<file path="src/rtl/traffic_lane.sv">
// traffic_lane: one road lane of up to MaxCars cars plus a wrap-buffer car (slot 0).
// Cars are kept as offsets on a modular ring so spacing stays uniform across the wrap.
// Provides a combinational per-pixel sprite lookup and registered player-hit flags.
module traffic_lane #(
   parameter int unsigned TileY     = 0,
   parameter int unsigned MaxCars   = 5,
   parameter int unsigned CarWidth  = 48,
   parameter int unsigned CarHeight = 26,
   parameter int unsigned PlayLeft  = 100,
   parameter int unsigned PlayWidth = 640,
   parameter int unsigned PlayerW   = 32,
   parameter int unsigned PlayerH   = 32,
   localparam int unsigned CW       = $clog2(MaxCars + 1)
) (
   input  logic          frame_clk_i,
   input  logic          reset_i,
   input  logic          spawn_enable_i,
   input  logic          pause_i,
   input  logic          direction_i,
   input  logic [1:0]    car_type_i,
   input  logic [CW-1:0] car_count_i,
   input  logic [2:0]    car_speed_i,
   input  logic [4:0]    p1_hb_offset_i,
   input  logic [4:0]    p2_hb_offset_i,
   input  logic [9:0]    draw_x_i,
   input  logic [9:0]    draw_y_i,
   input  logic [9:0]    p1_x_i,
   input  logic [9:0]    p1_y_i,
   input  logic [9:0]    p2_x_i,
   input  logic [9:0]    p2_y_i,
   output logic          p1_hit_o,
   output logic          p2_hit_o,
   output logic          car_pixel_o,
   output logic [3:0]    tile_o,
   output logic [5:0]    pixel_x_o,
   output logic [4:0]    pixel_y_o,
   output logic          active_o
);

   localparam int unsigned NumSlots  = MaxCars + 1;
   localparam logic [11:0] CarX0     = 12'(PlayLeft - CarWidth);
   localparam logic [11:0] SpawnY    = 12'(10'(16 * TileY - 10));
   localparam logic [11:0] SpawnYEnd = SpawnY + 12'(CarHeight);
   localparam logic [11:0] PlayXEnd  = 12'(PlayLeft + PlayWidth);

   typedef enum logic [1:0] {StIdle, StLoad, StRun, StPause} state_e;

   // Car pitch (gap + width) for a given number of road cars; folds to a constant table.
   function automatic logic [10:0] pitch_for(input int unsigned c);
      return 11'((PlayWidth - CarWidth * c) / (c + 1) + CarWidth);
   endfunction

   // Half-open overlap of a player box with one car rectangle.
   function automatic logic box_overlap(input logic [11:0] x_lo, input logic [11:0] x_hi,
                                        input logic [11:0] y_lo, input logic [11:0] y_hi,
                                        input logic [11:0] cx);
      return (x_lo < x_hi) && (x_lo < cx + 12'(CarWidth)) && (cx < x_hi) &&
             (y_lo < SpawnYEnd) && (SpawnY < y_hi);
   endfunction

   state_e          state_q, state_d;
   logic            on_road, moving;
   logic            face_left_q, face_left_d;
   logic [1:0]      type_q, type_d;
   logic [2:0]      speed_q, speed_d;
   logic [CW-1:0]   count_q, count_d, count_clamped;
   logic [10:0]     ring_q, ring_d, pitch_new, ring_new;
   logic [10:0]     off_q [NumSlots];
   logic [10:0]     off_d [NumSlots];
   logic [11:0]     car_x_now [NumSlots];
   logic [11:0]     car_x_next [NumSlots];
   logic            hit1_q, hit1_d, hit2_q, hit2_d;
   logic [11:0]     p1_x_lo, p1_x_hi, p1_y_lo, p1_y_hi;
   logic [11:0]     p2_x_lo, p2_x_hi, p2_y_lo, p2_y_hi;
   logic            pix_found;
   logic [11:0]     pix_rel, dx, dy;

   // FSM state register
   always_ff @(posedge frame_clk_i or posedge reset_i) begin
      if (reset_i) state_q <= StIdle;
      else         state_q <= state_d;
   end

   // FSM next state; spawn overrides everything including pause
   always_comb begin
      state_d = state_q;
      if (spawn_enable_i) begin
         state_d = StLoad;
      end else begin
         unique case (state_q)
            StIdle:  state_d = StIdle;
            StLoad:  state_d = StRun;
            StRun:   if (pause_i) state_d = StPause;
            StPause: if (!pause_i) state_d = StRun;
            default: state_d = StIdle;
         endcase
      end
   end

   // FSM outputs
   always_comb begin
      on_road  = (state_q == StRun) || (state_q == StPause);
      moving   = (state_q == StRun) && !pause_i && !spawn_enable_i;
      active_o = on_road;
   end

   // Spawn-time geometry for the requested (clamped) car count
   always_comb begin
      count_clamped = (car_count_i > CW'(MaxCars)) ? CW'(MaxCars) : car_count_i;
      pitch_new     = '0;
      for (int unsigned c = 0; c < NumSlots; c++) begin
         if (count_clamped == CW'(c)) pitch_new = pitch_for(c);
      end
      ring_new = pitch_new * (11'(count_clamped) + 11'd1);
   end

   // Config latch on spawn, ring advance while running
   always_comb begin
      face_left_d = face_left_q;
      type_d      = type_q;
      speed_d     = speed_q;
      count_d     = count_q;
      ring_d      = ring_q;
      off_d       = off_q;
      if (spawn_enable_i) begin
         face_left_d = direction_i;
         type_d      = car_type_i;
         speed_d     = car_speed_i;
         count_d     = count_clamped;
         ring_d      = ring_new;
         for (int unsigned k = 0; k < NumSlots; k++) begin
            off_d[k] = (k <= 32'(count_clamped)) ? 11'(k) * pitch_new : '0;
         end
      end else if (moving) begin
         for (int unsigned k = 0; k < NumSlots; k++) begin
            if (!face_left_q) begin
               off_d[k] = (off_q[k] + 11'(speed_q) >= ring_q) ?
                          off_q[k] + 11'(speed_q) - ring_q : off_q[k] + 11'(speed_q);
            end else begin
               off_d[k] = (off_q[k] < 11'(speed_q)) ?
                          off_q[k] + ring_q - 11'(speed_q) : off_q[k] - 11'(speed_q);
            end
         end
      end
   end

   // Screen X of every slot, current and post-update
   always_comb begin
      for (int unsigned k = 0; k < NumSlots; k++) begin
         car_x_now[k]  = CarX0 + 12'(off_q[k]);
         car_x_next[k] = CarX0 + 12'(off_d[k]);
      end
   end

   assign p1_x_lo = 12'(p1_x_i) + 12'(p1_hb_offset_i);
   assign p1_x_hi = 12'(p1_x_i) + 12'(PlayerW) - 12'(p1_hb_offset_i);
   assign p1_y_lo = 12'(p1_y_i);
   assign p1_y_hi = 12'(p1_y_i) + 12'(PlayerH);
   assign p2_x_lo = 12'(p2_x_i) + 12'(p2_hb_offset_i);
   assign p2_x_hi = 12'(p2_x_i) + 12'(PlayerW) - 12'(p2_hb_offset_i);
   assign p2_y_lo = 12'(p2_y_i);
   assign p2_y_hi = 12'(p2_y_i) + 12'(PlayerH);

   // Player collision against post-update car positions
   always_comb begin
      hit1_d = 1'b0;
      hit2_d = 1'b0;
      if (on_road && !spawn_enable_i && count_q != '0) begin
         for (int unsigned k = 0; k < NumSlots; k++) begin
            if (k <= 32'(count_q)) begin
               hit1_d = hit1_d | box_overlap(p1_x_lo, p1_x_hi, p1_y_lo, p1_y_hi, car_x_next[k]);
               hit2_d = hit2_d | box_overlap(p2_x_lo, p2_x_hi, p2_y_lo, p2_y_hi, car_x_next[k]);
            end
         end
      end
   end

   // Lane config, slot offsets and hit flags
   always_ff @(posedge frame_clk_i or posedge reset_i) begin
      if (reset_i) begin
         face_left_q <= 1'b0;
         type_q      <= '0;
         speed_q     <= '0;
         count_q     <= '0;
         ring_q      <= '0;
         for (int unsigned k = 0; k < NumSlots; k++) off_q[k] <= '0;
         hit1_q      <= 1'b0;
         hit2_q      <= 1'b0;
      end else begin
         face_left_q <= face_left_d;
         type_q      <= type_d;
         speed_q     <= speed_d;
         count_q     <= count_d;
         ring_q      <= ring_d;
         off_q       <= off_d;
         hit1_q      <= hit1_d;
         hit2_q      <= hit2_d;
      end
   end

   assign p1_hit_o = hit1_q;
   assign p2_hit_o = hit2_q;
   assign dx       = 12'(draw_x_i);
   assign dy       = 12'(draw_y_i);

   // Beam pixel lookup; lowest active slot wins where cars overlap
   always_comb begin
      pix_found   = 1'b0;
      pix_rel     = '0;
      car_pixel_o = 1'b0;
      tile_o      = '0;
      pixel_x_o   = '0;
      pixel_y_o   = '0;
      if (on_road && count_q != '0 && dx >= 12'(PlayLeft) && dx < PlayXEnd &&
          dy >= SpawnY && dy < SpawnYEnd) begin
         for (int unsigned k = 0; k < NumSlots; k++) begin
            if (!pix_found && k <= 32'(count_q) && dx >= car_x_now[k] &&
                dx < car_x_now[k] + 12'(CarWidth)) begin
               pix_found = 1'b1;
               pix_rel   = dx - car_x_now[k];
            end
         end
      end
      if (pix_found) begin
         car_pixel_o = 1'b1;
         tile_o      = {1'b0, type_q, face_left_q};
         pixel_x_o   = face_left_q ? 6'(CarWidth - 1) - 6'(pix_rel) : 6'(pix_rel);
         pixel_y_o   = 5'(dy - SpawnY);
      end
   end

endmodule
</file>
<file path="config.mk">
export PLATFORM = sky130hd
export DESIGN_NAME = traffic_lane
export DESIGN_NICKNAME = d
export VERILOG_FILES = /design/src/rtl/traffic_lane.sv
export SDC_FILE = /design/constraint.sdc
export NUM_CORES = 1
export LEC_CHECK = 0
export ABC_AREA = 0
export CORE_MARGIN = 5
export CORE_UTILIZATION = 65
export CTS_CLUSTER_DIAMETER = 60
export DETAILED_ROUTE_END_ITERATION = 10
export PLACE_DENSITY_LB_ADDON = 0.1
export SETUP_SLACK_MARGIN = 0.2
export SLEW_MARGIN = 20
export SYNTH_ARGS = -nofsm -noshare
export SYNTH_HDL_FRONTEND = slang
export SYNTH_SLANG_ARGS = --single-unit
</file>
<file path="constraint.sdc">
create_clock -name frame_clk_i -period 10.57 [get_ports frame_clk_i]
set_input_delay 2.114 -clock frame_clk_i [delete_from_list [all_inputs] [get_ports frame_clk_i]]
set_output_delay 2.114 -clock frame_clk_i [all_outputs]
set_load 0.01 [all_outputs]
</file>
=== Word-level counts from Yosys, hierarchy flattened ===
Cells that the tools add are included.

* Bits in registers: 90
* Input bits: 83
* Output and inout bits: 19

* $add $sub $neg: 71
* Multipliers: 3
* Order comparisons: 69
* Eq/ne operators: 10
* Mux-type cells: 82
* Bitwise logic cells: 10
* Reductions and logical operators: 85

{| class="wikitable"
|+ Operator list
! cell !! number
|-
| 11-bit 2-to-1 mux || 28
|-
| 11-bit by 12-bit < comparator with 1-bit output || 14
|-
| 12-bit by 6-bit adder with 12-bit output, second input constant || 12
|-
| 6-bit by 11-bit adder with 12-bit output, first input constant || 12
|-
| 12-bit < comparator || 12
|-
| 66-bit 2-to-1 mux || 2
|-
| 11-bit by 3-bit subtractor with 11-bit output || 12
|-
| 1-bit logical AND || 73
|-
| 10-bit by 12-bit greater-or-equal comparator with 1-bit output || 6
|-
| 10-bit by 12-bit < comparator with 1-bit output || 6
|-
| 11-bit adder || 6
|-
| 11-bit by 3-bit adder with 11-bit output || 6
|-
| 11-bit greater-or-equal comparator || 6
|-
| 11-bit by 3-bit < comparator with 1-bit output || 6
|-
| 11-bit subtractor || 6
|-
| 6-bit 2-to-1 mux || 9
|-
| 10-bit by 6-bit adder with 11-bit output, second input constant || 4
|-
| 6-bit subtractor || 6
|-
| 1-bit 2-to-1 mux || 35
|-
| 10-bit by 11-bit < comparator with 1-bit output, second input constant || 3
|-
| 11-bit by 5-bit subtractor with 12-bit output || 2
|-
| 10-bit by 5-bit adder with 11-bit output || 2
|-
| 10-bit by 11-bit < comparator with 1-bit output, first input constant || 2
|-
| 2-bit by 3-bit less-or-equal comparator with 1-bit output, first input constant || 4
|-
| other kinds (30) || 56
|}

=== Depth between registers and ports, before layout ===
Gate-level depths: netlist of the first run.

* Depth after elaboration: 41
* Mapped depth: 33
* Depth with buffers taken out: 32

=== Least setup slack after synthesis of the first run ===
Ideal clock, no wire load.

* Kind: input to output
* Start point: input port draw_x_i[0]
* End point: output port pixel_x_o[5]
* Data arrival time: 5.572 ns
* Required time: 8.456 ns
* Setup slack: 2.884 ns
* Stages on the path: 17
* Path buffers: 0
* Path through: inv_1 ha_1 inv_1 fa_1 a21o_1 a21oi_1 o21bai_1 a21o_1 a211oi_1 o21ai_0 a21oi_1 nor2b_1 a221o_1 a32o_1 a311oi_1 xor2_1 and2_1

* Longest elaborated chain between the ends: 37

{| class="wikitable"
|+ Ends and longest elaborated chain
! item !! RTL line !! RTL
|-
| from (decl) || 25 || <nowiki>input logic [9:0] draw_x_i,</nowiki>
|-
| 10-bit by 12-bit greater-or-equal comparator with 1-bit output / 10-bit by 12-bit < comparator with 1-bit output (equally long branches) || 217, 218 ||
|-
| 1-bit logical AND || 217 || <nowiki>if (!pix_found && k <= 32'(count_q) && dx >= car_x_now[k] &&</nowiki>
|-
| 1-bit 2-to-1 mux || 217 ||
|-
| 1-bit 2-to-1 mux || 214 || <nowiki>if (on_road && count_q != '0 && dx >= 12'(PlayLeft) && dx < PlayXEnd &&</nowiki>
|-
| 1-bit zero test || 217 ||
|-
| 1-bit logical AND (3 in a row) || 217 ||
|-
| 1-bit 2-to-1 mux || 217 ||
|-
| 1-bit 2-to-1 mux || 214 ||
|-
| (+17 left out) || - ||
|-
| 1-bit 2-to-1 mux || 214 ||
|-
| 1-bit zero test || 217 ||
|-
| 1-bit logical AND (3 in a row) || 217 ||
|-
| 6-bit 2-to-1 mux || 217 ||
|-
| 6-bit 2-to-1 mux || 214 ||
|-
| 6-bit subtractor || 227 || <nowiki>pixel_x_o = face_left_q ? 6'(CarWidth - 1) - 6'(pix_rel) : 6'(pix_rel);</nowiki>
|-
| 6-bit 2-to-1 mux || 227 ||
|-
| 6-bit 2-to-1 mux * || 224 || <nowiki>if (pix_found) begin</nowiki>
|-
| to (decl) || 35 || <nowiki>output logic [5:0] pixel_x_o,</nowiki>
|}

Mark *: on every way between the ends. The rest lies on a longest branch, timed or not. The select of a mux whose other input is x is not followed.

=== Worst setup path in the final report of the first run ===
Ends and elaborated chain as after synthesis.

==> results.json, run 1 <==
{
  "finalWirelength_um": 115000,
  "rows": 79,
  "crit_chain": "clkdlybuf4s50_1, inv_1, ha_1, inv_1, fa_1, a21o_1, a21oi_1, o21bai_1, a21o_1, a211oi_1, o21ai_0, a21oi_1, nor2b_1, a221o_1, a32o_1, a311oi_1, xor2_1, and2_1, clkdlybuf4s50_1",
  "fmax_mhz": 108,
  "cts_tree": "done",
  "layout_min_cycle_time_ns": 9.27,
  "portBuffers": 99,
  "ys.flop_type": "dfrtp_1",
  "hpwl_um": 90700,
  "wl_met1_um": 45200,
  "final_util": 0.708,
  "cts_buffers": 9,
  "clk_latency_ns": 0.40,
  "maxSlewViolCount": 0,
  "clkSlewWorstSetupHoldPaths_ns": 0.08,
  "ys_seq_elements": 88,
  "grt_setup_unrepaired": "false",
  "r2r_slack_ns": 1.75,
  "final_common_cell": "ha_1",
  "synth_edf_count": 0,
  "synth_area_leaders": "ha_1 (27%), xnor2_1 (7.3%), dfrtp_1 (7.2%), a21oi_1 (4.8%), inv_1 (4.6%)",
  "cts_resized": 0,
  "antenna_left": 0,
  "start_kind": "input port",
  "post-cts-setup-buffers": 0,
  "r2r_start": "speed_q[2]",
  "worst_path_largest_cell_delay_ns": 0.63,
  "cp.arrival_ns": 7.15,
  "leakage_uw": 0.0154,
  "grt_max_degree": 58,
  "dr.pass1.iters": 8,
  "grtUsageTotal": 0.432,
  "finalNonFillerCells": 4696,
  "wl_met3_um": 15100,
  "outcome": "finished clean",
  "ir_drop_mv": 0.101,
  "clock_path_buffers": 2,
  "start_util": 0.659,
  "yosysUniqueCellTypes": 107,
  "async_flop_share": 1.00,
  "grt_overflow_total": 0,
  "setup_slack_ns": 1.30,
  "cp.required_ns": 8.46,
  "cp_slowest_cell": "a21oi_1",
  "worstSetupStartpoint": "draw_x_i[0]",
  "yosysTopAreaCell": "ha_1",
  "grt_pass1_vias": 29400,
  "synthToLayoutAreaGrowth_pct": 7.35,
  "hold_path_class": "flop to flop",
  "yosysSeqAreaShare": 0.0716,
  "hp-start": "type_q[0]",
  "antenna_found_initial": 4,
  "die_h_um": 228,
  "cts_root_buffer": "clkbuf_16",
  "skew_ns": 0.0156,
  "powerDensity_nw_per_um2": 157,
  "gp_congestion": 1.06,
  "die_area_um2": 51800,
  "wl_per_cell_um": 24.5,
  "vias": 32200,
  "hold_viol": 0,
  "wl_met2_um": 46800,
  "yosysTopAreaCellShare": 0.271,
  "syn_area_per_cell_um2": 7.70,
  "syn_inst": 3997,
  "worstSetupPathType": "input port to output pin",
  "power_uw": 5180,
  "synth_area_um2": 30800,
  "setup_viol": 0,
  "io_pins": 102,
  "die_w_um": 228,
  "cts.sinks": 88,
  "relSlewSlack": 0.147,
  "crit_fanout": 10,
  "highest_layer": "met5",
  "place_inst": 4677,
  "drive_above_1_share": 0.0472,
  "end_kind": "output pin",
  "drtIter0Drc": 3876,
  "ys_warn_count": 0,
  "tightest_slew_ns": 1.27,
  "viasPerCell": 6.85,
  "finalCritPeriodShare": 0.877,
  "nNetsFinal": 4886,
  "final_cell_mix": "ha_1 (667), inv_1 (380), a21oi_1 (298)",
  "ctsHoldBuffers": 0,
  "grt_pass1_wl_um": 173000,
  "coreArea_um2": 46700,
  "maxCapViolations": 0,
  "cts_max_level": 3,
  "setup_tns_ns": 0,
  "dp_slack_ns": 1.37,
  "drc": 0
}
-- metrics by stage --
stage	hold WS, ns	instance area [um2]
2_1_floorplan	0.472	30800
4_1_cts	0.534	33000
5_1_grt	0.544	33000
3_3_place_gp	0.506	32700
6_report	0.527	33000
3_5_place_dp	0.516	32700
-- worst paths after layout --
path,end,cells after the start
worst max-delay path,pixel_x_o[5],19
max in group asynchronous,face_left_q,3
worst min register to register,type_q[0],1
worst min-delay path,type_q[0],1
worst max register to register,p2_hit_o,27
min in group asynchronous,off_q[12],2
-- state kept, by name (all words and copies together), names as in the netlist --
name and flops:
face_left_q 1, p2_hit_o 1, p1_hit_o 1, off_q 66
count_q 3, type_q 2, speed_q 3, ring_q 9
state_q 2
-- synth_stat cells, drive strengths merged (12+ instances only) --
library cell  number
o21a              44
o31ai             32
a211o             15
nand2b            56
nand3             82
o211ai            58
o21ai            244
ha               667
or2               19
clkbuf            96
or3               33
nor3             113
o21bai            34
a21o              95
a31oi             39
a311oi            12
nor4              31
o221ai            14
a221oi            17
o311ai            18
a2111oi           15
a21oi            300
fa                55
xnor2            260
a21boi            15
dfrtp             88
nand2            221
o31a              14
or4               17
nand4             70
mux2i             24
xor2             100
buf               26
a211oi            78
and2              35
o22ai             21
inv              382
and3              28
and4              14
nand3b            14
o2111ai           20
nor2             248
nor2b             79
-- kinds of logic (layout without fill, tap and decap cells) --
kind of cell,Yosys count,count (layout),synth area share
AND/OR/NAND/NOR,1105,1105,0.189
XOR/XNOR,360,360,0.104
adder cells (fa/ha/maj),722,722,0.307
buffers and inverters,511,589,0.0638
multiplexers,31,31,0.0104
other,2,16,0.000244
AO/OA/AOI/OAI,1178,1178,0.254
flip-flops,88,88,0.0716
-- per-layer routing --
metal,GRT usage,up-vias
met4,0.237,4
met1,0.566,14900
met3,0.118,469
met5,0,-
li1,-,14800
met2,0.646,1960
-- worst max-delay path: cells and delay by family --
family / cells / cell delay (ns)
adders and majority gates: 2 / 0.59
buffers and inverters: 4 / 1.23
and+or+nand+nor: 2 / 0.39
AOI/OAI and AO/OA: 10 / 2.65
xor gates and xnor gates: 1 / 0.19
-- area by class of cell --
cell class / instances / area [um2]
Clock buffer: 12 / 246
Fill cell: 4054 / 13600
Clock inverter: 4 / 30.0
Multi-Input combinational cell: 3409 / 26700
Inverter: 389 / 1460
Timing Repair Buffer: 184 / 1620
Tap cell: 607 / 759
Antenna cell: 3 / 7.51
Sequential cell: 88 / 2200
-- power by group --
| group | switching (uW) | internal [uW] |
|---|---|---|
| Clock | 185 | 167 |
| Sequential | 115 | 376 |
| Combinational | 2600 | 1730 |
Power figures use the tool's default switching activity.
==> run 2, diff against run 1 <==
Clock period 10.57 ns to 8.9 ns, I/O delays scaled along.
==> run 2 against run 1 <==
Final cell count is 0.53% higher. Via count increased by 0.68%. Non-clock buffer count rose by 26. Largest power group unchanged. Register-to-register slack got worse by 1.1 ns.
==> results.json, run 2 (synthesized netlist as in run 1, its figures left out) <==
{
  "outcome": "finished clean",
  "r2r_start": "speed_q[0]",
  "cts_max_level": 3,
  "skew_ns": 0.0155,
  "final_cell_mix": "ha_1 (667), inv_1 (378), a21oi_1 (298)",
  "power_uw": 6240,
  "clock_path_buffers": 2,
  "top_register": "off_q",
  "drc": 0,
  "r2r_slack_ns": 0.63,
  "die_h_um": 228,
  "layout_min_cycle_time_ns": 8.27,
  "maxCapViolations": 0,
  "relSlewSlack": 0.140,
  "grt_overflow_total": 0,
  "cts_tree": "done",
  "synthToLayoutAreaGrowth_pct": 8.26,
  "start_util": 0.659,
  "viasPerCell": 6.86,
  "clkSlewWorstSetupHoldPaths_ns": 0.08,
  "cp.arrival_ns": 8.59,
  "crit_fanout": 9,
  "tightest_slew_ns": 1.29,
  "grt_pass1_vias": 29400,
  "cp.required_ns": 9.21,
  "end_kind": "flop",
  "holdPathEnd": "type_q[0]",
  "gp_congestion": 1.11,
  "coreArea_um2": 46700,
  "top_regs": "off_q: 66 flops, ring_q: 9 flops",
  "io_pins": 102,
  "start_kind": "flop",
  "ir_drop_mv": 0.133,
  "powerDensity_nw_per_um2": 187,
  "hold_path_class": "flop to flop",
  "leakage_uw": 0.0155,
  "grt_max_degree": 57,
  "largest_reg_flops": 66,
  "antenna_left": 0,
  "setup_viol": 0,
  "die_w_um": 228,
  "dr.pass1.iters": 6,
  "wl_per_cell_um": 24.6,
  "maxSlewViolCount": 0,
  "r2r_end": "p2_hit_o",
  "clk_latency_ns": 0.40,
  "cts_root_buffer": "clkbuf_16",
  "drtIter0Drc": 4137,
  "worstSetupPathType": "flop to flop",
  "fin_hold_ws_ns": 0.529,
  "finalWirelength_um": 116000,
  "final_util": 0.714,
  "holdPathStages": 1,
  "nNetsFinal": 4912,
  "rows": 79,
  "grtUsageTotal": 0.432,
  "portBuffers": 99,
  "setup_tns_ns": 0,
  "hpwl_um": 92100,
  "n_fill_cell": 3999,
  "finalCritPeriodShare": 0.930,
  "reg2reg_depth": 27,
  "grt_pass1_wl_um": 173000,
  "antenna_found_initial": 3,
  "cts_buffers": 9,
  "ctsHoldBuffers": 0,
  "vias": 32400,
  "die_area_um2": 51800,
  "hp-start": "type_q[0]",
  "post-cts-setup-buffers": 0,
  "grt_setup_unrepaired": "false",
  "multiInputGateArea_um2": 26700,
  "cts.sinks": 88,
  "hold_viol": 0,
  "fmax_mhz": 121,
  "final_common_cell": "ha_1",
  "drive_above_1_share": 0.0545,
  "seqCellArea_um2": 2200
}
==> run 2: cell types whose count changed in the layout (fill, tap and decap cells not counted), sizes merged <==
| cell | change |
|---|---|
| clkinv | -1 |
| diode | -1 |
| clkbuf | -1 |
| bufinv | +2 |
| inv | -2 |
| buf | +26 |
| clkinvlp | +2 |
==> run 2: per-stage QoR <==
stage,instance area (um2),worst slack (ns),cells
after CTS,33300,0.767,4719
after floorplan,30800,1.43,4008
final,33300,0.627,4721
after detailed placement,33000,0.500,4703
after global placement,33000,0.604,4703
after global routing,33300,0.197,4719
==> run 2: worst max path at each step <==
stage	from	endpoint	slack [ns]	cells past startpoint
2_1_floorplan	speed_q[1]	p1_hit_o	1.43	30
3_3_place_gp	car_count_i[1]	p2_hit_o	0.60	27
3_5_place_dp	car_count_i[1]	p2_hit_o	0.50	27
4_1_cts	draw_x_i[0]	pixel_x_o[5]	0.77	20
5_1_grt	speed_q[1]	p1_hit_o	0.20	30
6_report	speed_q[0]	p2_hit_o	0.63	27
==> run 2: routing by layer <==
metal	routed length [um]	part of all wire	GRT usage	vias to the layer above
li1	-	-	-	14900
met1	45600	0.39	0.578	15000
met2	46200	0.40	0.629	2035
met3	15400	0.13	0.107	486
met4	8690	0.075	0.260	6
met5	42	0.00036	0	-
==> run 2: final cells by class <==
class	count	share of cell area
clock inverters	5	0.00240
inverters	389	0.0440
flip-flops and latches	88	0.0662
diodes	2	0.000150
well taps	607	0.0228
repair buffers	210	0.0550
multi-input cells	3409	0.802
clock buffers	11	0.00729
==> run 2: critical path, cell delays in order, from the launching register on <==
cell and delay, ns:
dfrtp_1 0.67, buf_4 0.32, ha_1 0.23, fa_1 0.40, nor2b_1 0.16, o2111a_1 0.30
xnor2_1 0.24, ha_1 0.34, a2111oi_0 0.70, a21bo_2 0.36, a21oi_1 0.12, o31ai_1 0.89
inv_1 0.32, ha_1 0.34, or3b_2 0.52, xnor2_1 0.36, inv_1 0.13, ha_1 0.33
nor2b_1 0.13, o21ai_0 0.14, nand2b_1 0.09, a21oi_1 0.14, nor2b_1 0.06, o21ai_0 0.14
nand2b_1 0.07, a211oi_1 0.29, o211ai_1 0.20, a41oi_1 0.20
==> run 2: power breakdown <==
group,switching [uW],internal [uW]
registers,141,447
clock network,212,254
logic,3110,2080
==> run 2: repair_timing <==
| item | in CTS | in global routing |
|---|---|---|
| setup endpoints to repair | 0 | 1 |
| hold endpoints to repair | 0 | 0 |
| resized for setup | 0 | 1 |
